`src/rtl/keypad_emulator.sv`:
```
// Device-side model of the 4x4 PmodKYPD keypad: presses a requested key for HOLD_SCANS
// decoder scans, releases it for GAP_SCANS scans, then pulses done.
module keypad_emulator #(
    parameter int unsigned HOLD_SCANS = 4,
    parameter int unsigned GAP_SCANS  = 2
) (
    input  logic       clk,
    input  logic       rst_n,
    input  logic [3:0] key_code,
    input  logic       key_valid,
    output logic       key_ready,
    input  logic [3:0] Col,
    output logic [3:0] Row,
    output logic       busy,
    output logic       done
);

    localparam logic [3:0] PAT1 = 4'b0111;
    localparam logic [3:0] PAT2 = 4'b1011;
    localparam logic [3:0] PAT3 = 4'b1101;
    localparam logic [3:0] PAT4 = 4'b1110;
    localparam logic [7:0] HOLD_CNT = 8'(HOLD_SCANS);
    localparam logic [7:0] GAP_CNT  = 8'(GAP_SCANS);

    typedef enum logic [1:0] {S_IDLE, S_PRESS, S_RELEASE} state_t;

    state_t     state_q, state_d;
    logic [7:0] cnt_q, cnt_d, cnt_inc;
    logic [3:0] col_prev_q;
    logic [3:0] tcol_q, tcol_d, trow_q, trow_d;
    logic [3:0] row_q, row_d;
    logic       ready_q, ready_d, busy_q, busy_d, done_q, done_d;
    logic       scan_start;

    // Returns {column pattern, row pattern} of a key on the PmodKYPD layout.
    function automatic logic [7:0] key_map(input logic [3:0] k);
        logic [7:0] m;
        case (k)
            4'h1: m = {PAT1, PAT1};
            4'h4: m = {PAT1, PAT2};
            4'h7: m = {PAT1, PAT3};
            4'h0: m = {PAT1, PAT4};
            4'h2: m = {PAT2, PAT1};
            4'h5: m = {PAT2, PAT2};
            4'h8: m = {PAT2, PAT3};
            4'hF: m = {PAT2, PAT4};
            4'h3: m = {PAT3, PAT1};
            4'h6: m = {PAT3, PAT2};
            4'h9: m = {PAT3, PAT3};
            4'hE: m = {PAT3, PAT4};
            4'hA: m = {PAT4, PAT1};
            4'hB: m = {PAT4, PAT2};
            4'hC: m = {PAT4, PAT3};
            default: m = {PAT4, PAT4};
        endcase
        return m;
    endfunction

    assign scan_start = (Col == PAT1) && (col_prev_q != PAT1);
    assign cnt_inc    = cnt_q + 8'd1;

    always_comb begin
        state_d = state_q;
        cnt_d   = cnt_q;
        tcol_d  = tcol_q;
        trow_d  = trow_q;
        done_d  = 1'b0;
        case (state_q)
            S_IDLE: begin
                if (key_valid && ready_q) begin
                    {tcol_d, trow_d} = key_map(key_code);
                    cnt_d   = '0;
                    state_d = S_PRESS;
                end
            end
            S_PRESS: begin
                if (scan_start) begin
                    if (cnt_inc == HOLD_CNT) begin
                        cnt_d   = '0;
                        state_d = S_RELEASE;
                    end else begin
                        cnt_d = cnt_inc;
                    end
                end
            end
            S_RELEASE: begin
                if (scan_start) begin
                    if (cnt_inc == GAP_CNT) begin
                        cnt_d   = '0;
                        done_d  = 1'b1;
                        state_d = S_IDLE;
                    end else begin
                        cnt_d = cnt_inc;
                    end
                end
            end
            default: state_d = S_IDLE;
        endcase
        // Outputs are registered from the next state so Row drops on the edge that leaves PRESS.
        ready_d = (state_d == S_IDLE);
        busy_d  = (state_d != S_IDLE);
        row_d   = ((state_d == S_PRESS) && (Col == tcol_d)) ? trow_d : 4'hF;
    end

    always_ff @(posedge clk) begin
        if (!rst_n) begin
            state_q    <= S_IDLE;
            cnt_q      <= '0;
            col_prev_q <= 4'hF;
            row_q      <= 4'hF;
            ready_q    <= 1'b1;
            busy_q     <= 1'b0;
            done_q     <= 1'b0;
        end else begin
            state_q    <= state_d;
            cnt_q      <= cnt_d;
            col_prev_q <= Col;
            row_q      <= row_d;
            ready_q    <= ready_d;
            busy_q     <= busy_d;
            done_q     <= done_d;
        end
    end

    always_ff @(posedge clk) begin
        tcol_q <= tcol_d;
        trow_q <= trow_d;
    end

    assign Row       = row_q;
    assign key_ready = ready_q;
    assign busy      = busy_q;
    assign done      = done_q;

endmodule

```
`config.mk`:
```
export PLATFORM = sky130hd
export DESIGN_NAME = keypad_emulator
export DESIGN_NICKNAME = d
export VERILOG_FILES = /design/src/rtl/keypad_emulator.sv
export SDC_FILE = /design/constraint.sdc
export NUM_CORES = 1
export LEC_CHECK = 0
export ABC_AREA = 1
export CAP_MARGIN = 20
export CORE_MARGIN = 1.5
export CORE_UTILIZATION = 60
export DETAILED_ROUTE_END_ITERATION = 7
export DONT_BUFFER_PORTS = 1
export PLACE_DENSITY = 0.84
export SYNTH_ARGS = -nofsm -noshare
export SYNTH_HDL_FRONTEND = slang
export SYNTH_SLANG_ARGS = --single-unit
```
`constraint.sdc`:
```
create_clock -name clk -period 3.28 [get_ports clk]
set_clock_uncertainty 0.15 [all_clocks]
set_input_delay 0.656 -clock clk [delete_from_list [all_inputs] [get_ports clk]]
set_output_delay 0.656 -clock clk [all_outputs]
set_load 0.02 [all_outputs]
```
# After elaboration in Yosys (flattened, before gate mapping)
# Memories as Yosys holds them, arrays and structs flattened.
# Index checks and enable logic that the tools add are counted.
# word_totals
memories,1
ff_bits,29
inputBits,11
romBits,128
wordCells,49
output_inout_bits,7
# memory_table
name,words,word_bits,rd,rd_clocked_by_memory_dff,write_ports,line_no,rtl
(name not given),16,8,1,0,0,38,case (k)
# classes
mux,17
n_reduce_logical,10
n_eq_ne,11
n_addsub,1
# ops
op,count
$mux 8,5
$pmux 8 s3,1
$mux 4,4
$mux 2,5
$add 8x1->8 const B,1
$eq 8x2->1 const B,1
$eq 8x3->1 const B,1
$ne 2x2->1 const B,3
$pmux 2 s3,1
$eq 2x1->1 const B,2
$eq 4x3->1 const B,1
$eq 4x4->1,1
$logic_not 2->1,2
$ne 4x3->1 const B,1
$reduce_and 4->1,1
$logic_and 1x1->1,3
$reduce_and 3->1,1
$reduce_bool 3->1,1
$eq 2x2->1 const B,1
$reduce_and 2->1,1
$reduce_bool 2->1,1
$mux 1,1

# Longest topological paths before layout
# logic_depth
word_depth,8
mapped_depth,15

# Worst setup path before layout
# OpenSTA, ideal clock, no wires.
# synth_path
kind,input-to-reg
from,input key_code[0]
to,"register row_q[0], in the netlist Row[0]"
setup_slack_ns,1.206
setup_ns,0.120
path_stages,11
t_arrival_ns,1.804
required_time_ns,3.010
cell_sequence,inv_1 ha_1 nand2_1 nand3_1 o21ai_2 xor2_1 nand3_1 nor2_2 nand2_1 nor2_2 nand2_1
# synth_between
elab_chain_cells,6
word_cells_on_any_way,8
cone_classes,eq/ne (1); mux (4); reduce/logical (2); memory (1)
# synth_rtl
element,line_no,rtl
"start, declared",9,"input logic [3:0] key_code,"
$mem_v2 16x8 (*),-,
$mux 4,70,if (key_valid && ready_q) begin
$mux 4,68,case (state_q)
$eq 4x4->1,102,row_d = ((state_d == S_PRESS) && (Col == tcol_d)) ? trow_d : 4'hF;
$logic_and 1x1->1,102,
$reduce_and 2->1 (no line),-,
"end signal, assigned",118,row_q <= row_d;
"end, declared",31,"logic [3:0] row_q, row_d;"
# Every way passes the cells marked *; elsewhere a longest branch is shown, timed or not.
# A chain may end at the register's enable or synchronous reset.

# Worst setup path in the final report
# layout_path
from,register state_q[0]
to,"register row_q[0], in the netlist Row[0]"
# layout_between
elab_chain_cells,6
word_cells_on_any_way,15
cone_classes,eq/ne (4); mux (8); reduce/logical (3)
# layout_rtl
element,line_no,rtl
"start, declared",27,"state_t state_q, state_d;"
"start signal, assigned",115,state_q <= state_d;
"$mux 2, on equally long branches","88, 78",
"$mux 2, on equally long branches","87, 77",
$pmux 2 s3,68,
$eq 2x1->1,102,
$logic_and 1x1->1,102,
$reduce_and 2->1 (no line),-,
# Parallel ways exist; a longest one is shown, timed or not.

==> out/qor.yml <==
sta:
  slew_headroom_pct: 69.68
  tns_ns: 0
  slew_violations: 0
  worst_pin_slew_ns: 0.4543
  finalHoldViolCount: 0
  rsz0062_at_grt: "false"
  fin_hold_ws_ns: 0.2232
  fin_crit_ns: 2.243
  fmax_mhz: 445.8
  period_share_pct: 68.39
  setup_viol: 0
pwr:
  p_clk_share_pct: 26.4
  swShare_pct: 34.22
  seqPwrFrac_pct: 50.8
  power_density_nw_per_um2: 467.2
  internal_power_mw: 0.5421
  peakVddDrop_mv: 0.4447
  leakagePower_nw: 0.8534
  combPwrFrac_pct: 22.9
  p_sw_mw: 0.2820
detailed_routing:
  routedWlPerCell_um: 11.30
  drt-pass1-iter-count: 4
  num_vias: 1473
  ant_nets: 0
  drc: 0
  vias_per_cell: 5.318
  drt_first_iter_violations: 59
  wl_mm: 3.129
final_layout:
  antenna_cells: 0
  layout_common_cells: "nand2_1, inv_1, dfxtp_1"
  final_common_cell: "nand2_1"
  area_delta_synth_final_pct: 3.982
  num-nets-final: 268
  design_area_um2: 1764
  final_layout_size_suffix_gt1_share_pct: 12.60
  fin_util_pct: 65.10
critical_path:
  worstPathRequired_ns: 3.36
  path_max_fanout: 11
  path_class: "flip-flop to flip-flop"
  crit_arrival_ns: 2.32
  cp-end-kind: "flip-flop"
  startpoint_type: "flip-flop"
logic_synthesis:
  yosysTopAreaCellShare_pct: 34.22
  yosysSeqAreaShare_pct: 34.22
  synth_edf_count: 0
  ys_ff_latch: 29
  synthCells: 242
  ys_types: 32
  syn_area_um2: 1697
  synthFlopType: "dfxtp_1"
  yosys_warnings: 0
  synth_largest_area_cell: "dfxtp_1"
  synth.top_cells.by_area: "dfxtp_1, nand2_1, ha_1"
  synth-async-reset-ratio_pct: 0
  synth_area_per_cell_um2: 7.011
  synth_nets: 265
clocking:
  cts_setup_buffers: 0
  cts_buffers: 5
  post_cts_resized: 0
  cts-root-buf: "clkbuf_4"
  cts_hold_buf: 0
  cts_max_path_buffers: 2
  numClockSinks: 29
  clk_pin_slew_ns: 0.10
  worstSkewPairLatency_ns: 0.34
  cts_tree: "done"
  htree_levels: 2
global_routing:
  gr-usage-met2_pct: 31.76
  grt_use_met1_pct: 32.61
  grt_max_degree: 15
  overflow: 0
  grt.busiest_layer: "met1"
  grt_usage_pct: 22.94
  grt_pass1_vias: 1351
  antenna_found_initial: 0
  grt_pass1_wl_mm: 5.658
  grt_use_met3_pct: 7.209
floorplanning:
  core.rowCount: 19
  die_h_um: 56.18
  design.core.area_um2: 2710
  die_w_um: 56.18
  die-area_um2: 3156
  io_pins: 18
  start_util_pct: 62.60
run:
  cap_violations: 0
place:
  dp_hpwl_mm: 2.405
  placed_cell_area_um2: 1709
  gp_congestion: 0.8717
  io_buffers: 0
worst_hold_path:
  hold_path.class: "primary input to flip-flop"
status:
  status: "finished, final reports clean"
[critical path: stages (launching register included)]
cell	delay (ns)
dfxtp_1	0.37
inv_1	0.10
ha_1	0.17
inv_2	0.05
nor2_2	0.38
inv_4	0.10
o21ai_2	0.18
xor2_1	0.15
nand3_1	0.09
nor2_2	0.11
nand2_1	0.07
nor2_2	0.15
nand2_1	0.07
[metal layers]
layer	share of wire, %	routed length (um)
met1	52	1634
met2	40	1237
met3	6.3	198
met4	1.9	58
met5	0	0
[path summary, 6_finish.rpt]
kind	startpoint	slack [ns]	to	cells past startpoint
worst max-delay path	state_q[0]$_SDFF_PN0_	1.04	Row[0]$_SDFF_PN1_	12
worst min-delay path	rst_n	0.22	col_prev_q[3]$_SDFF_PN1_	1
worst max register to register	state_q[0]$_SDFF_PN0_	1.04	Row[0]$_SDFF_PN1_	12
worst min register to register	tcol_q[0]$_DFF_P_	0.34	tcol_q[0]$_DFF_P_	2
[synthesized netlist by cell type, types with 2 or more instances]
library cell and count:
a211oi_1 3, a21oi_1 10, and2_1 2, clkbuf_1 2, clkinv_1 3, dfxtp_1 29, ha_1 12, inv_1 35
nand2_1 59, nand2_2 6, nand3_1 26, nand4_1 2, nor2_1 14, nor2_2 7, nor3_1 2, o2111ai_1 3
o21ai_0 6, o21ai_2 3, or2_2 3, xor2_1 3
[power by group through the flow]
stage | combinational [mW] | sequential (mW) | clock, mW
global placement | 0.184 | 0.426 | 0
floorplan | 0.163 | 0.421 | 0
global route | 0.219 | 0.423 | 0.232
detailed placement | 0.187 | 0.426 | 0
CTS | 0.188 | 0.419 | 0.220
finish | 0.189 | 0.418 | 0.217
[registers in the layout, indices dropped and copies added, names as in the netlist]
name,cells
tcol_q,4
col_prev_q,4
busy,1
Row,4
trow_q,4
done,1
state_q,2
key_ready,1
cnt_q,8
[cell families after synthesis]
family / count (synthesis) / share of synthesized area (%)
buf+inv: 44 / 10.55
simple gates: 123 / 33.19
flops: 29 / 34.22
xor+xnor: 3 / 1.549
fa+ha+maj: 12 / 8.849
compound gates: 31 / 11.65
[per-stage QoR]
stage | instances | worst slack [ns] | power [mW]
6_report | 277 | 1.037 | 0.8242
5_1_grt | 277 | 0.8125 | 0.8745
4_1_cts | 277 | 1.016 | 0.8265
3_5_place_dp | 269 | 0.9599 | 0.6130
3_3_place_gp | 269 | 1.012 | 0.6098
2_1_floorplan | 242 | 1.206 | 0.5844
[layout make-up]
| class | count | area (um2) |
|---|---|---|
| clock buffers | 5 | 37.54 |
| clock inverters | 3 | 17.52 |
| fillers | 245 | 945.9 |
| inverters | 40 | 152.6 |
| multi-input cells | 169 | 937.1 |
| flip-flops and latches | 29 | 580.6 |
| well taps | 31 | 38.79 |
(Power assumes the default switching activity.)
